## config.mk

```make
export PLATFORM = sky130hd
export DESIGN_NAME = mult_k_result_queue
export DESIGN_NICKNAME = d
export VERILOG_FILES = /design/src/rtl/mult_k_pkg.sv /design/src/rtl/mult_k_sync_fifo.sv /design/src/rtl/mult_k_result_queue.sv
export SDC_FILE = /design/constraint.sdc
export NUM_CORES = 1
export LEC_CHECK = 0
export ABC_AREA = 1
export CAP_MARGIN = 30
export CORE_ASPECT_RATIO = 2
export CORE_MARGIN = 1.5
export CORE_UTILIZATION = 54
export DETAILED_ROUTE_END_ITERATION = 10
export PLACE_DENSITY = 0.83
export SLEW_MARGIN = 40
export SYNTH_ARGS = -nofsm -noshare
export SYNTH_HDL_FRONTEND = slang
export SYNTH_SLANG_ARGS = --single-unit
```

## constraint.sdc

```tcl
create_clock -name clock -period 2.8 [get_ports clock]
set_clock_uncertainty 0.15 [all_clocks]
set_input_delay 0.28 -clock clock [delete_from_list [all_inputs] [get_ports clock]]
set_output_delay 0.28 -clock clock [all_outputs]
set_load 0.005 [all_outputs]
```

## src/rtl/mult_k_pkg.sv

```systemverilog
// Shared definitions for the mult_k FP32 scale-by-K multiplier and its result queue.
// Latency constant must track the mult_k stage count.
package mult_k_pkg;
  localparam int MULT_K_LATENCY = 8;

  localparam int         EXP_MSB = 30;
  localparam int         EXP_LSB = 23;
  localparam int         MAN_MSB = 22;
  localparam logic [7:0] EXP_MAX = 8'hFF;

  typedef struct packed {
    logic nan;
    logic inf;
    logic zero;
  } class_flags_t;

  // Denormals (exp==0, mantissa!=0) intentionally raise no flag.
  function automatic class_flags_t classify(input logic [31:0] p);
    class_flags_t f;
    logic [7:0]   e;
    logic         man_nz;
    e      = p[EXP_MSB:EXP_LSB];
    man_nz = |p[MAN_MSB:0];
    f.nan  = (e == EXP_MAX) &&  man_nz;
    f.inf  = (e == EXP_MAX) && !man_nz;
    f.zero = (e == 8'h00)   && !man_nz;
    return f;
  endfunction
endpackage

```

## src/rtl/mult_k_sync_fifo.sv

```systemverilog
// Synchronous FIFO with flop storage and registered occupancy; head is read from storage,
// so a written entry becomes visible the cycle after the write (no bypass).
module mult_k_sync_fifo #(
  parameter int WIDTH = 35,
  parameter int DEPTH = 8
) (
  input  logic                       clock,
  input  logic                       reset,
  input  logic                       wr_en,
  input  logic [WIDTH-1:0]           din,
  input  logic                       rd_en,
  output logic [WIDTH-1:0]           dout,
  output logic [$clog2(DEPTH+1)-1:0] count,
  output logic                       empty
);
  localparam int AW = $clog2(DEPTH);
  localparam int CW = $clog2(DEPTH+1);
  localparam logic [CW-1:0] FULL_CNT = CW'(DEPTH);

  logic [DEPTH-1:0][WIDTH-1:0] mem;
  logic [AW-1:0]               wr_ptr, rd_ptr;
  logic                        full, wr_ok, rd_ok;

  assign full  = (count == FULL_CNT);
  assign empty = (count == '0);
  assign wr_ok = wr_en && !full;
  assign rd_ok = rd_en && !empty;
  assign dout  = mem[rd_ptr];

  always_ff @(posedge clock or negedge reset) begin
    if (!reset) begin
      mem    <= '0;
      wr_ptr <= '0;
      rd_ptr <= '0;
      count  <= '0;
    end else begin
      if (wr_ok) begin
        mem[wr_ptr] <= din;
        wr_ptr      <= wr_ptr + 1'b1;
      end
      if (rd_ok) rd_ptr <= rd_ptr + 1'b1;
      case ({wr_ok, rd_ok})
        2'b10:   count <= count + 1'b1;
        2'b01:   count <= count - 1'b1;
        default: count <= count;
      endcase
    end
  end

  // Upstream credit gating must make this impossible.
  a_no_push_full: assert property (@(posedge clock) disable iff (!reset) !(wr_en && full));
endmodule

```

## src/rtl/mult_k_result_queue.sv

```systemverilog
// Tracks operand issue through mult_k's fixed latency, captures FinalProduct with class flags,
// and presents results in issue order; issue is credit-gated so no result is dropped.
module mult_k_result_queue
  import mult_k_pkg::*;
#(
  parameter int LATENCY = MULT_K_LATENCY,
  parameter int DEPTH   = 8,
  parameter int WIDTH   = 32
) (
  input  logic                       clock,
  input  logic                       reset,
  input  logic                       op_valid,
  output logic                       op_ready,
  input  logic [WIDTH-1:0]           product_in,
  output logic                       res_valid,
  input  logic                       res_ready,
  output logic [WIDTH-1:0]           res_data,
  output logic                       res_nan,
  output logic                       res_inf,
  output logic                       res_zero,
  output logic [$clog2(DEPTH+1)-1:0] fill_level
);
  localparam int CW = $clog2(DEPTH+1);

  logic [LATENCY-1:0] vld_pipe;
  logic [CW-1:0]      inflight;
  logic               op_fire, push, pop, empty;
  logic [CW:0]        fill_next, infl_next;
  class_flags_t       push_flags, head_flags;

  assign op_fire = op_valid && op_ready;
  assign push    = vld_pipe[LATENCY-1];
  assign pop     = res_valid && res_ready;

  assign push_flags = classify(product_in);

  mult_k_sync_fifo #(.WIDTH(WIDTH+3), .DEPTH(DEPTH)) u_fifo (
    .clock (clock),
    .reset (reset),
    .wr_en (push),
    .din   ({push_flags, product_in}),
    .rd_en (pop),
    .dout  ({head_flags, res_data}),
    .count (fill_level),
    .empty (empty)
  );

  assign res_valid = !empty;
  assign res_nan   = head_flags.nan;
  assign res_inf   = head_flags.inf;
  assign res_zero  = head_flags.zero;

  // Credits are computed from next-state occupancy, so op_ready is a plain flop with no
  // combinational path from res_ready; a pop frees its credit in the following cycle.
  always_comb begin
    fill_next = {1'b0, fill_level} + (CW+1)'(push) - (CW+1)'(pop);
    infl_next = {1'b0, inflight} + (CW+1)'(op_fire) - (CW+1)'(push);
  end

  always_ff @(posedge clock or negedge reset) begin
    if (!reset) begin
      vld_pipe <= '0;
      inflight <= '0;
      op_ready <= 1'b1;
    end else begin
      vld_pipe <= {vld_pipe[LATENCY-2:0], op_fire};
      inflight <= infl_next[CW-1:0];
      op_ready <= (fill_next + infl_next) < (CW+1)'(DEPTH);
    end
  end
endmodule

```

==> flow_results.org <==
** Run status
- Run status :: finished with violations
- The checks that failed: negative setup slack.

** Drt
- DRT met1 WL :: 14,600 µm
- WL met3 :: 3040 µm
- Routed wire length on met2 :: around 21,000 µm
- ANT nets after route :: 0
- Routed Wire Length :: slightly above 40,000 µm
- For this run, design rule violations remaining after detail routing come to 0.
- The routed layout has ~12,000 vias.
- Vias per inst :: about 6
- Number of optimization iterations in the first detailed-route pass :: 6
- The detailed router finished its first iteration with approximately 1,400 violations.
- The detailed router used layers up to and including met4.
- Dividing the detail-routed wire length by the instance count gives just over 20 µm.

** Timing
- Tmin final :: a little under 3 ns
- Worst slew slack as a fraction of its limit :: a little over half
- Setup violations remaining at the end of the flow were counted as 1.
- Slew Viols, Final :: 0
- Hold violation total from the final report :: 0
- Worst Slack Setup Final :: -0.167 ns
- After routing, the total negative slack on setup checks comes to -0.167 ns.
- Setup repair after global routing missed its margin :: yes
- F_max :: around 0.34 GHz
- Actual slew at the worst max-slew pin :: 0.695 ns
- In the finished design, the share of the clock period the worst path needs comes to 106%.

** Floorplanning
- Starting density of the core :: a little over half
- The core region is around 0.026 mm².
- Die Outline Area :: 0.0271 mm²
- In this run the vertical extent of the chip is between 200 and 250 µm.
- The floorplan step set the die width to between 100 and 150 µm.
- Cell Rows :: 83
- Number of top-level pins :: 77

** Global route
- Overflow after GRT :: 0
- Entering global routing, the biggest net connects 85 pins.
- Via count of the first global-routing pass :: between 10,000 and 15,000
- The first global-routing pass estimated 60,900 µm of wire.
- Global-route usage over all layers :: between 20 and 30%
- The initial antenna violation count came to 0.

** Critical path
- Cell at the slowest stage of the critical path :: sky130_fd_sc_hd__dfstp_2
- STA classifies the critical path endpoint as a register.
- Largest driver fanout on the critical path :: 3
- Startpoint type of the worst setup path :: register
- Maximum single-stage delay on the critical path :: around 0.56 ns
- The number of buffers and inverters on the critical path is 4.
- Required time at the worst-slack endpoint :: approximately 3.1 ns
- The kind of cell with the highest combined delay along the critical path is adder cells.
- Worst Path Class, Setup :: register to register
- Data on the critical path arrives at its endpoint at 3.29 ns.
- Cell-by-cell trace of the critical path :: nand2_4 -> ha_4 -> inv_2 -> ha_4 -> inv_2 -> fa_2 -> xnor2_2 -> inv_2 -> ha_4 -> inv_2 -> ha_4 -> a21oi_2 -> nand2_1 -> xor2_1 -> a21oi_2
- Cell count of the worst reg-to-reg path :: 15
- Counting buffers and inverters, the worst setup path is 15 cells deep.

** Placed design
- Routability-driven placement finished with a final weighted congestion of approximately 0.81.
- In this run the tool buffered the top-level ports with between 70 and 80 buffer cells.
- Number of placed cells counting well taps :: 1,933
- After legalization and detailed placement, the total HPWL measured 21,200 µm.

** Pwr
- Total power per unit cell area :: 1310 mW/mm²
- Summed over all cells, the static leakage comes to between 8 and 9 nW.
- IR drop worst, VDD :: 2420 µV
- Final Power :: approximately 0.023 W

** Synthesis
- Seq cells post-synth :: approximately 300
- Number of flops mapped to enable cells by yosys :: 0
- After technology mapping, the gate count stands at roughly 1,600.
- The mapped netlist covers around 0.014 mm².
- Net Count, Synth :: between 1,500 and 2,000
- Fraction of registers with async set/reset :: 100%
- Each instance of the synthesized netlist takes up on average ~8.9 µm².
- Summing the sequential cell areas from Yosys gives 53.9% of the chip area.
- Distinct cells, synth :: 28
- Leading register cell type out of synthesis :: sky130_fd_sc_hd__dfrtp_1
- The Yosys step of the flow raised 0 warnings.

** Clock tree
- In this run the number of H-tree levels came out at 1.
- Clock tree from TritonCTS :: built
- The longest clock path from root to sink contains 3 buffers.
- Sink count of the clock tree :: slightly above 300
- Counting the buffers created by CTS gives 26.
- Clock-pin slew was measured on the worst setup and hold paths at 0.07 ns.
- CTS Root Cell :: sky130_fd_sc_hd__clkbuf_16
- Latest clock arrival within the worst-skew pair :: ~0.55 ns

** Layout
- Antenna Diode Count :: 0
- Cells fill around 67% of the core in the end.
- Area overhead of the layout relative to synthesis :: 21.8%
- At the end of the flow, the number of nets in the layout was about 1,700.
- Fraction of final layout cells sized beyond drive strength 1 :: around an eighth
- Non-Filler Instances :: slightly above 2,000

** Hold path
- The worst hold path belongs to the class input port to async pin.

** Job
- Number of maximum-capacitance violations :: 0
## routing by layer
metal,GRT usage (%),vias to the layer above
met5,0,-
met4,16.1,0
met3,3.19,189
met2,49.7,682
met1,33.9,6025
li1,-,5431
## cell usage after synthesis, types with 18 or more instances
cell                         n  area share [%]
sky130_fd_sc_hd__dfrtp_1   302              54
sky130_fd_sc_hd__o22ai_1    70             3.1
sky130_fd_sc_hd__nand2_1   448              12
sky130_fd_sc_hd__buf_2      20            0.71
sky130_fd_sc_hd__buf_6      25             2.0
sky130_fd_sc_hd__clkbuf_1   41             1.1
sky130_fd_sc_hd__nor2_1     81             2.2
sky130_fd_sc_hd__mux2i_1    70             5.0
sky130_fd_sc_hd__nand3_1    33             1.2
sky130_fd_sc_hd__o21ai_0   182             6.5
sky130_fd_sc_hd__ha_1       18             1.6
sky130_fd_sc_hd__inv_1      72             1.9
sky130_fd_sc_hd__o21ai_1   143             5.1
## worst paths after layout
path	startpoint	endpoint	slack (ns)
min	reset	vld_pipe[1]	0.12
max in group asynchronous	reset	u_fifo.mem[80]	1.47
max reg2reg	op_ready	op_ready	-0.17
min reg2reg	vld_pipe[4]	vld_pipe[5]	0.20
min in group clock	vld_pipe[4]	vld_pipe[5]	0.20
max	op_ready	op_ready	-0.17
## report_power, final
part	leakage [nW]	internal [W]	switching, W
combinational	4.92	0.00521	0.00602
sequential	3.20	0.00614	0.00111
clock	0.460	0.00236	0.00168
## layout make-up
cell class	count	area, µm²
timing repair buffer	172	2120
sequential	303	7590
tap	340	425
clock inverter	12	196
fill	1771	8510
clock buffer	35	756
inverter	83	327
multi-input combinational	1087	5730
## what timing repair did
item,4_1_cts,5_1_grt
endpoints found under the setup margin,32,30
endpoints found under the hold margin,179,0
resized for setup,34,51
cloned,4,7
pin swaps,10,29
hold buffers,1,0
buffers inserted,5,35
## sequential cells by signal, indices dropped and copies added (netlist names)
register	count
u_fifo.wr_ptr	3
u_fifo.count	4
vld_pipe	8
op_ready	1
u_fifo.mem	280
u_fifo.rd_ptr	3
inflight	4
## stage by stage
| stage | instance area (µm²) | hold slack, ns | worst slack [ns] |
|---|---|---|---|
| floorplan | 14100 | -0.166 | 0.0121 |
| global placement | 15300 | 0.0997 | -0.304 |
| detailed placement | 15300 | 0.102 | -0.430 |
| CTS | 16500 | 0.147 | -0.0772 |
| global route | 17100 | 0.166 | -0.262 |
| finish | 17100 | 0.120 | -0.167 |
## kinds of logic after synthesis
kind of cell	synth area share, %
AOI/OAI and AO/OA	15.2
xor gates and xnor gates	0.747
and+or+nand+nor	16.6
adders and majority gates	1.88
DFF	53.9
muxes	4.98
buffers and inverters	6.73
## cell usage in the layout, fill, tap and decap left out, types with 2 or more instances in the layout
cell,synthesis,final
sky130_fd_sc_hd__a21oi_2,0,3
sky130_fd_sc_hd__buf_12,0,25
sky130_fd_sc_hd__buf_16,0,6
sky130_fd_sc_hd__buf_4,8,53
sky130_fd_sc_hd__buf_6,25,3
sky130_fd_sc_hd__bufinv_16,0,5
sky130_fd_sc_hd__clkbuf_1,41,3
sky130_fd_sc_hd__clkbuf_16,0,33
sky130_fd_sc_hd__clkbuf_8,0,5
sky130_fd_sc_hd__clkdlybuf4s50_1,0,40
sky130_fd_sc_hd__clkinv_2,0,3
sky130_fd_sc_hd__clkinvlp_4,0,3
sky130_fd_sc_hd__dfrtp_1,302,300
sky130_fd_sc_hd__dfrtp_4,0,2
sky130_fd_sc_hd__dlygate4sd2_1,0,6
sky130_fd_sc_hd__dlymetal6s2s_1,0,28
sky130_fd_sc_hd__ha_1,18,11
sky130_fd_sc_hd__ha_4,0,7
sky130_fd_sc_hd__inv_1,72,66
sky130_fd_sc_hd__inv_2,10,15
sky130_fd_sc_hd__mux2i_1,70,69
sky130_fd_sc_hd__nand2_1,448,435
sky130_fd_sc_hd__nand2_2,1,13
sky130_fd_sc_hd__nand3_1,33,33
sky130_fd_sc_hd__nand4_1,7,7
sky130_fd_sc_hd__nor2_1,81,81
sky130_fd_sc_hd__nor3_4,7,7
sky130_fd_sc_hd__o21ai_0,182,180
sky130_fd_sc_hd__o21ai_1,143,145
sky130_fd_sc_hd__o21ai_2,6,6
sky130_fd_sc_hd__o22ai_1,70,68
sky130_fd_sc_hd__o22ai_2,0,2
sky130_fd_sc_hd__xnor2_1,5,4
sky130_fd_sc_hd__xor2_1,7,7
Power figures use the tool's default switching activity.
